[src/rtl/uart_tx_arb.sv]
// Two-requester arbiter in front of one uart_tx. It locks a round-robin grant for each packet and releases it on the last byte or on an idle timeout.
// Latency: the grant comes one cycle after valid, and o_tx_byte_valid one cycle after valid&ready. Ready stays low while uart_tx is busy or a byte is in flight.
module uart_tx_arb #(
    parameter int TIMEOUT = 1024
) (
    input  logic       i_clk,
    input  logic       i_rst,
    input  logic [7:0] i_req0_byte,
    input  logic       i_req0_valid,
    input  logic       i_req0_last,
    output logic       o_req0_ready,
    input  logic [7:0] i_req1_byte,
    input  logic       i_req1_valid,
    input  logic       i_req1_last,
    output logic       o_req1_ready,
    output logic [7:0] o_tx_byte,
    output logic       o_tx_byte_valid,
    input  logic       i_tx_busy,
    output logic [1:0] o_grant,
    output logic       o_timeout
);
    localparam int CW = (TIMEOUT > 1) ? $clog2(TIMEOUT) : 1;
    localparam logic [CW-1:0] TO_LAST = CW'(TIMEOUT - 1);

    typedef enum logic [1:0] {IDLE, SEND, WAIT_START, WAIT_DONE} state_t;

    state_t        state, state_nxt;
    logic [1:0]    grant, grant_nxt;
    logic          last_gnt, last_gnt_nxt;   // 1 when req1 held the most recent grant
    logic          last_lat, last_lat_nxt;
    logic [CW-1:0] to_cnt, to_cnt_nxt;
    logic [7:0]    tx_byte, tx_byte_nxt;
    logic          tx_vld, tx_vld_nxt;
    logic          to_pulse, to_pulse_nxt;

    logic          send_ok, gnt_vld, gnt_last, xfer;
    logic [7:0]    gnt_byte;

    assign send_ok      = (state == SEND) && !i_tx_busy && !i_rst;
    assign o_req0_ready = send_ok && grant[0];
    assign o_req1_ready = send_ok && grant[1];
    assign gnt_vld      = (grant[0] && i_req0_valid) || (grant[1] && i_req1_valid);
    assign gnt_byte     = grant[1] ? i_req1_byte : i_req0_byte;
    assign gnt_last     = grant[1] ? i_req1_last : i_req0_last;
    assign xfer         = (o_req0_ready && i_req0_valid) || (o_req1_ready && i_req1_valid);

    assign o_tx_byte       = tx_byte;
    assign o_tx_byte_valid = tx_vld;
    assign o_grant         = grant;
    assign o_timeout       = to_pulse;

    always_comb begin
        state_nxt    = state;
        grant_nxt    = grant;
        last_gnt_nxt = last_gnt;
        last_lat_nxt = last_lat;
        to_cnt_nxt   = to_cnt;
        tx_byte_nxt  = tx_byte;
        tx_vld_nxt   = 1'b0;
        to_pulse_nxt = 1'b0;
        case (state)
            IDLE: begin
                if (i_req0_valid || i_req1_valid) begin
                    if (i_req0_valid && (!i_req1_valid || last_gnt)) grant_nxt = 2'b01;
                    else                                              grant_nxt = 2'b10;
                    to_cnt_nxt = '0;
                    state_nxt  = SEND;
                end
            end
            SEND: begin
                if (xfer) begin
                    tx_byte_nxt  = gnt_byte;
                    tx_vld_nxt   = 1'b1;
                    last_lat_nxt = gnt_last;
                    to_cnt_nxt   = '0;
                    state_nxt    = WAIT_START;
                end else if (!gnt_vld) begin
                    // A stalled-but-valid owner (busy high) never ages toward the abort.
                    if (to_cnt == TO_LAST) begin
                        to_pulse_nxt = 1'b1;
                        grant_nxt    = 2'b00;
                        last_gnt_nxt = grant[1];
                        state_nxt    = IDLE;
                    end else begin
                        to_cnt_nxt = to_cnt + CW'(1);
                    end
                end
            end
            WAIT_START: begin
                if (i_tx_busy) state_nxt = WAIT_DONE;
            end
            WAIT_DONE: begin
                if (!i_tx_busy) begin
                    if (last_lat) begin
                        grant_nxt    = 2'b00;
                        last_gnt_nxt = grant[1];
                        state_nxt    = IDLE;
                    end else begin
                        to_cnt_nxt = '0;
                        state_nxt  = SEND;
                    end
                end
            end
            default: begin
                grant_nxt = 2'b00;
                state_nxt = IDLE;
            end
        endcase
    end

    always_ff @(posedge i_clk) begin
        if (i_rst) begin
            state    <= IDLE;
            grant    <= 2'b00;
            last_gnt <= 1'b1;
            last_lat <= 1'b0;
            to_cnt   <= '0;
            tx_byte  <= 8'h00;
            tx_vld   <= 1'b0;
            to_pulse <= 1'b0;
        end else begin
            state    <= state_nxt;
            grant    <= grant_nxt;
            last_gnt <= last_gnt_nxt;
            last_lat <= last_lat_nxt;
            to_cnt   <= to_cnt_nxt;
            tx_byte  <= tx_byte_nxt;
            tx_vld   <= tx_vld_nxt;
            to_pulse <= to_pulse_nxt;
        end
    end
endmodule
[config.mk]
export PLATFORM = sky130hd
export DESIGN_NAME = uart_tx_arb
export DESIGN_NICKNAME = d
export VERILOG_FILES = /design/src/rtl/uart_tx_arb.sv
export SDC_FILE = /design/constraint.sdc
export NUM_CORES = 1
export LEC_CHECK = 0
export ABC_CLOCK_PERIOD_IN_PS = 1700
export CORE_MARGIN = 2
export CORE_UTILIZATION = 40
export CTS_CLUSTER_DIAMETER = 150
export DETAILED_ROUTE_END_ITERATION = 10
export PLACE_DENSITY = 0.82
export SYNTH_ARGS = -nofsm -noshare
export SYNTH_HDL_FRONTEND = slang
export SYNTH_SLANG_ARGS = --single-unit
[constraint.sdc]
create_clock -name i_clk -period 1.7 [get_ports i_clk]
set_input_delay 0.34 -clock i_clk [delete_from_list [all_inputs] [get_ports i_clk]]
set_output_delay 0.34 -clock i_clk [all_outputs]
set_load 0.01 [all_outputs]
==> impl_metrics.py <==
metrics = {
    "power": {
        "ir_drop_mv": 0.4009,
        "leakage_nw": 0.9049,
        "p_per_area_nw_per_um2": 579.8,
    },
    "grt": {
        "grt-ovfl-total": 0,
        "antenna_found_initial": 0,
        "grt_max_degree": 16,
        "grt_pass1_wl_um": 7120,
        "grtUsageTotal": 0.2259,
        "grt_pass1_vias": 1590,
    },
    "logic_synthesis": {
        "async_flop_share": 0,
        "seq_area_frac_synth": 0.3778,
        "syn-num-nets": 187,
        "synth.distinct_cells": 44,
        "synth-edff-count": 0,
        "synth_top_cell_area_share": 0.3778,
        "synth_area_leaders": "dfxtp_1, mux2i_1, nor2_1",
        "avgSynthCellArea_um2": 8.451,
        "synth_flop_cell": "dfxtp_1",
        "synthCells": 163,
        "ys_warn_count": 0,
        "ys_seq_elements": 26,
        "syn_area_um2": 1378,
        "yosys.area.top_type": "dfxtp_1",
    },
    "timing": {
        "final_hold_viol_count": 0,
        "final_max_slew_viol_count": 0,
        "tightestPinTransition_ps": 399.6,
        "fmax_ghz": 0.5361,
        "period_needed_ps": 1865,
        "max-slew-margin-rel": 0.7329,
        "setup_ws_ps": -165.3,
        "finalCritPeriodShare": 1.097,
        "finalSetupViolCount": 21,
        "rsz0062_at_grt": "true",
        "fin_setup_tns_ps": -1829,
        "fin_skew_ps": 18.86,
    },
    "floorplanning": {
        "die_area_um2": 3929,
        "start_util": 0.4161,
        "core.rowCount": 21,
        "io_pins": 37,
        "core-area_um2": 3311,
        "die_w_um": 62.69,
        "die_y_um": 62.69,
    },
    "place": {
        "place_ws_ps": -574.7,
        "port_buffers": 36,
        "dp_hpwl_um": 2866,
        "place_congestion": 0.8325,
    },
    "clock_tree": {
        "clk_pin_slew_ps": 160,
        "ctsHoldBuffers": 0,
        "cts_buffers": 3,
        "cts_sinks": 26,
        "cts_tree": "yes",
        "cts_root_buf": "clkbuf_4",
        "clkLatencyLatePin_ps": 340,
        "cts_max_level": 1,
        "max-clock-path-buffers": 2,
    },
    "worst_setup_path": {
        "timing.rr.end": "to_cnt[2]",
        "crit_chain": "or4b_4 > o21bai_4 > o211ai_4 > buf_4 > or3_1 > a21oi_2",
        "slowest_delay_ps": 510,
        "crit_path_end_kind": "flip-flop",
        "path_class": "reg2reg",
        "reg2reg_setup_slack_ps": -170,
        "worst_setup_path_start_kind": "flip-flop",
        "cp_max_fo": 5,
        "worstPathRequired_ps": 1970,
        "reg2reg_depth": 6,
        "arrival_ps": 2130,
        "cpMaxStageDelayCell": "or4b_4",
    },
    "routing": {
        "post_drt_wl_per_cell_um": 15.69,
        "drc": 0,
        "drt-initial-drc-count": 63,
        "routed_via_density": 5.488,
        "num_vias": 1608,
        "routed_wl_um": 4596,
        "drtAntennaViolNets": 0,
        "drtPass1Iterations": 4,
    },
    "final_layout": {
        "layout_commonest_cell": "buf_4",
        "drive_above_1_share": 0.3765,
        "final_cell_mix": "buf_4, clkdlybuf4s50_1, nor2_1, dfxtp_1, nand2_1",
        "area_growth_pct": 72.30,
        "fin_nets": 272,
        "antennaDiodeCount": 0,
    },
    "min_path": {
        "worst_hold_path.endpoint": "state[0]",
        "hp-class": "in2reg",
        "worstHoldStart": "i_rst",
        "hold_depth": 3,
    },
    "status": {
        "status": "finished with violations",
        "violations": "negative setup slack",
    },
    "run": {
        "cap_violations": 0,
    },
}
-- sequential cells by signal, indices dropped and copies added, names as in the netlist, named ones only --
| name | cells |
|---|---|
| last_gnt | 1 |
| last_lat | 1 |
| o_grant | 2 |
| o_timeout | 1 |
| o_tx_byte | 8 |
| o_tx_byte_valid | 1 |
| state | 1 |
| to_cnt | 10 |
-- worst max-delay path, delay by kind of cell (launching register included) --
| kind | cells | cell delay, ps |
|---|---|---|
| AOI/OAI and AO/OA | 3 | 410 |
| buffers and inverters | 1 | 160 |
| and+or+nand+nor | 2 | 840 |
| DFF | 1 | 390 |
-- through the flow --
stage	std cells	power [mW]	instance area, µm²	utilization	hold WS [ps]
global placement	274	0.8849	2059	0.6221	485.6
global route	293	1.430	2374	0.7169	499.3
detailed placement	274	0.8912	2059	0.6221	493.6
CTS	288	1.358	2271	0.6859	474.7
finish	293	1.376	2374	0.7169	491.1
floorplan	163	0.7574	1401	-	446.6
-- area by class of cell --
| type | instances | area [µm²] |
|---|---|---|
| clock buffer | 3 | 22.52 |
| fill | 245 | 937.1 |
| tap | 46 | 57.56 |
| multi-input combinational | 123 | 945.9 |
| inverter | 5 | 18.77 |
| sequential | 26 | 534.3 |
| clock inverter | 1 | 30.03 |
| timing repair buffer | 89 | 764.5 |
-- synth_stat cells (2+ instances only) --
cell	count
dfxtp_1	26
nor2_1	21
nand2_1	12
a211oi_1	9
a21oi_1	9
mux2i_1	9
inv_1	5
nand3_1	5
o21ai_0	5
or4_1	5
clkbuf_1	4
nor3_1	4
and2_1	3
buf_2	3
nand2b_1	3
nand4_1	3
nor2b_1	3
o31ai_1	3
or3_1	3
a221oi_1	2
a32oi_1	2
o211ai_1	2
-- layer usage --
metal | share of wire | up-vias | global-route usage
met3 | 0.039 | 20 | 0.04144
met1 | 0.41 | 757 | 0.2651
met5 | 0 | - | 0
met4 | 0.044 | 0 | 0.1194
li1 | - | 777 | -
met2 | 0.50 | 54 | 0.3898
-- power by group --
part / switching [mW] / internal (mW) / total (mW)
Clock: 0.202 / 0.238 / 0.441
Combinational: 0.140 / 0.162 / 0.302
Sequential: 0.0110 / 0.623 / 0.634
-- cells by family after synthesis --
logic type	Yosys count	synth area share
AOI/OAI and AO/OA	45	0.2480
xor gates and xnor gates	1	0.006359
adders and majority gates	1	0.009081
buffers and inverters	14	0.04359
DFF	26	0.3778
muxes	9	0.06540
and+or+nand+nor	67	0.2498
-- how the worst max path moves through the flow --
stage | from | endpoint | slack [ps] | depth (start not counted)
finish | flip-flop | to_cnt[2] | -170 | 6
global placement | i_tx_busy | to_cnt[6] | -530 | 6
global route | flip-flop | to_cnt[5] | -270 | 6
floorplan | i_rst | to_cnt[6] | -60 | 5
CTS | flip-flop | to_cnt[8] | -170 | 5
detailed placement | i_rst | to_cnt[5] | -570 | 6
-- timing repair --
item	in CTS	in global routing
endpoints found under the setup margin	26	24
cloned	1	0
pin swaps	13	21
setup buffers	9	5
gates resized for setup	37	16
(Power assumes the default switching activity.)
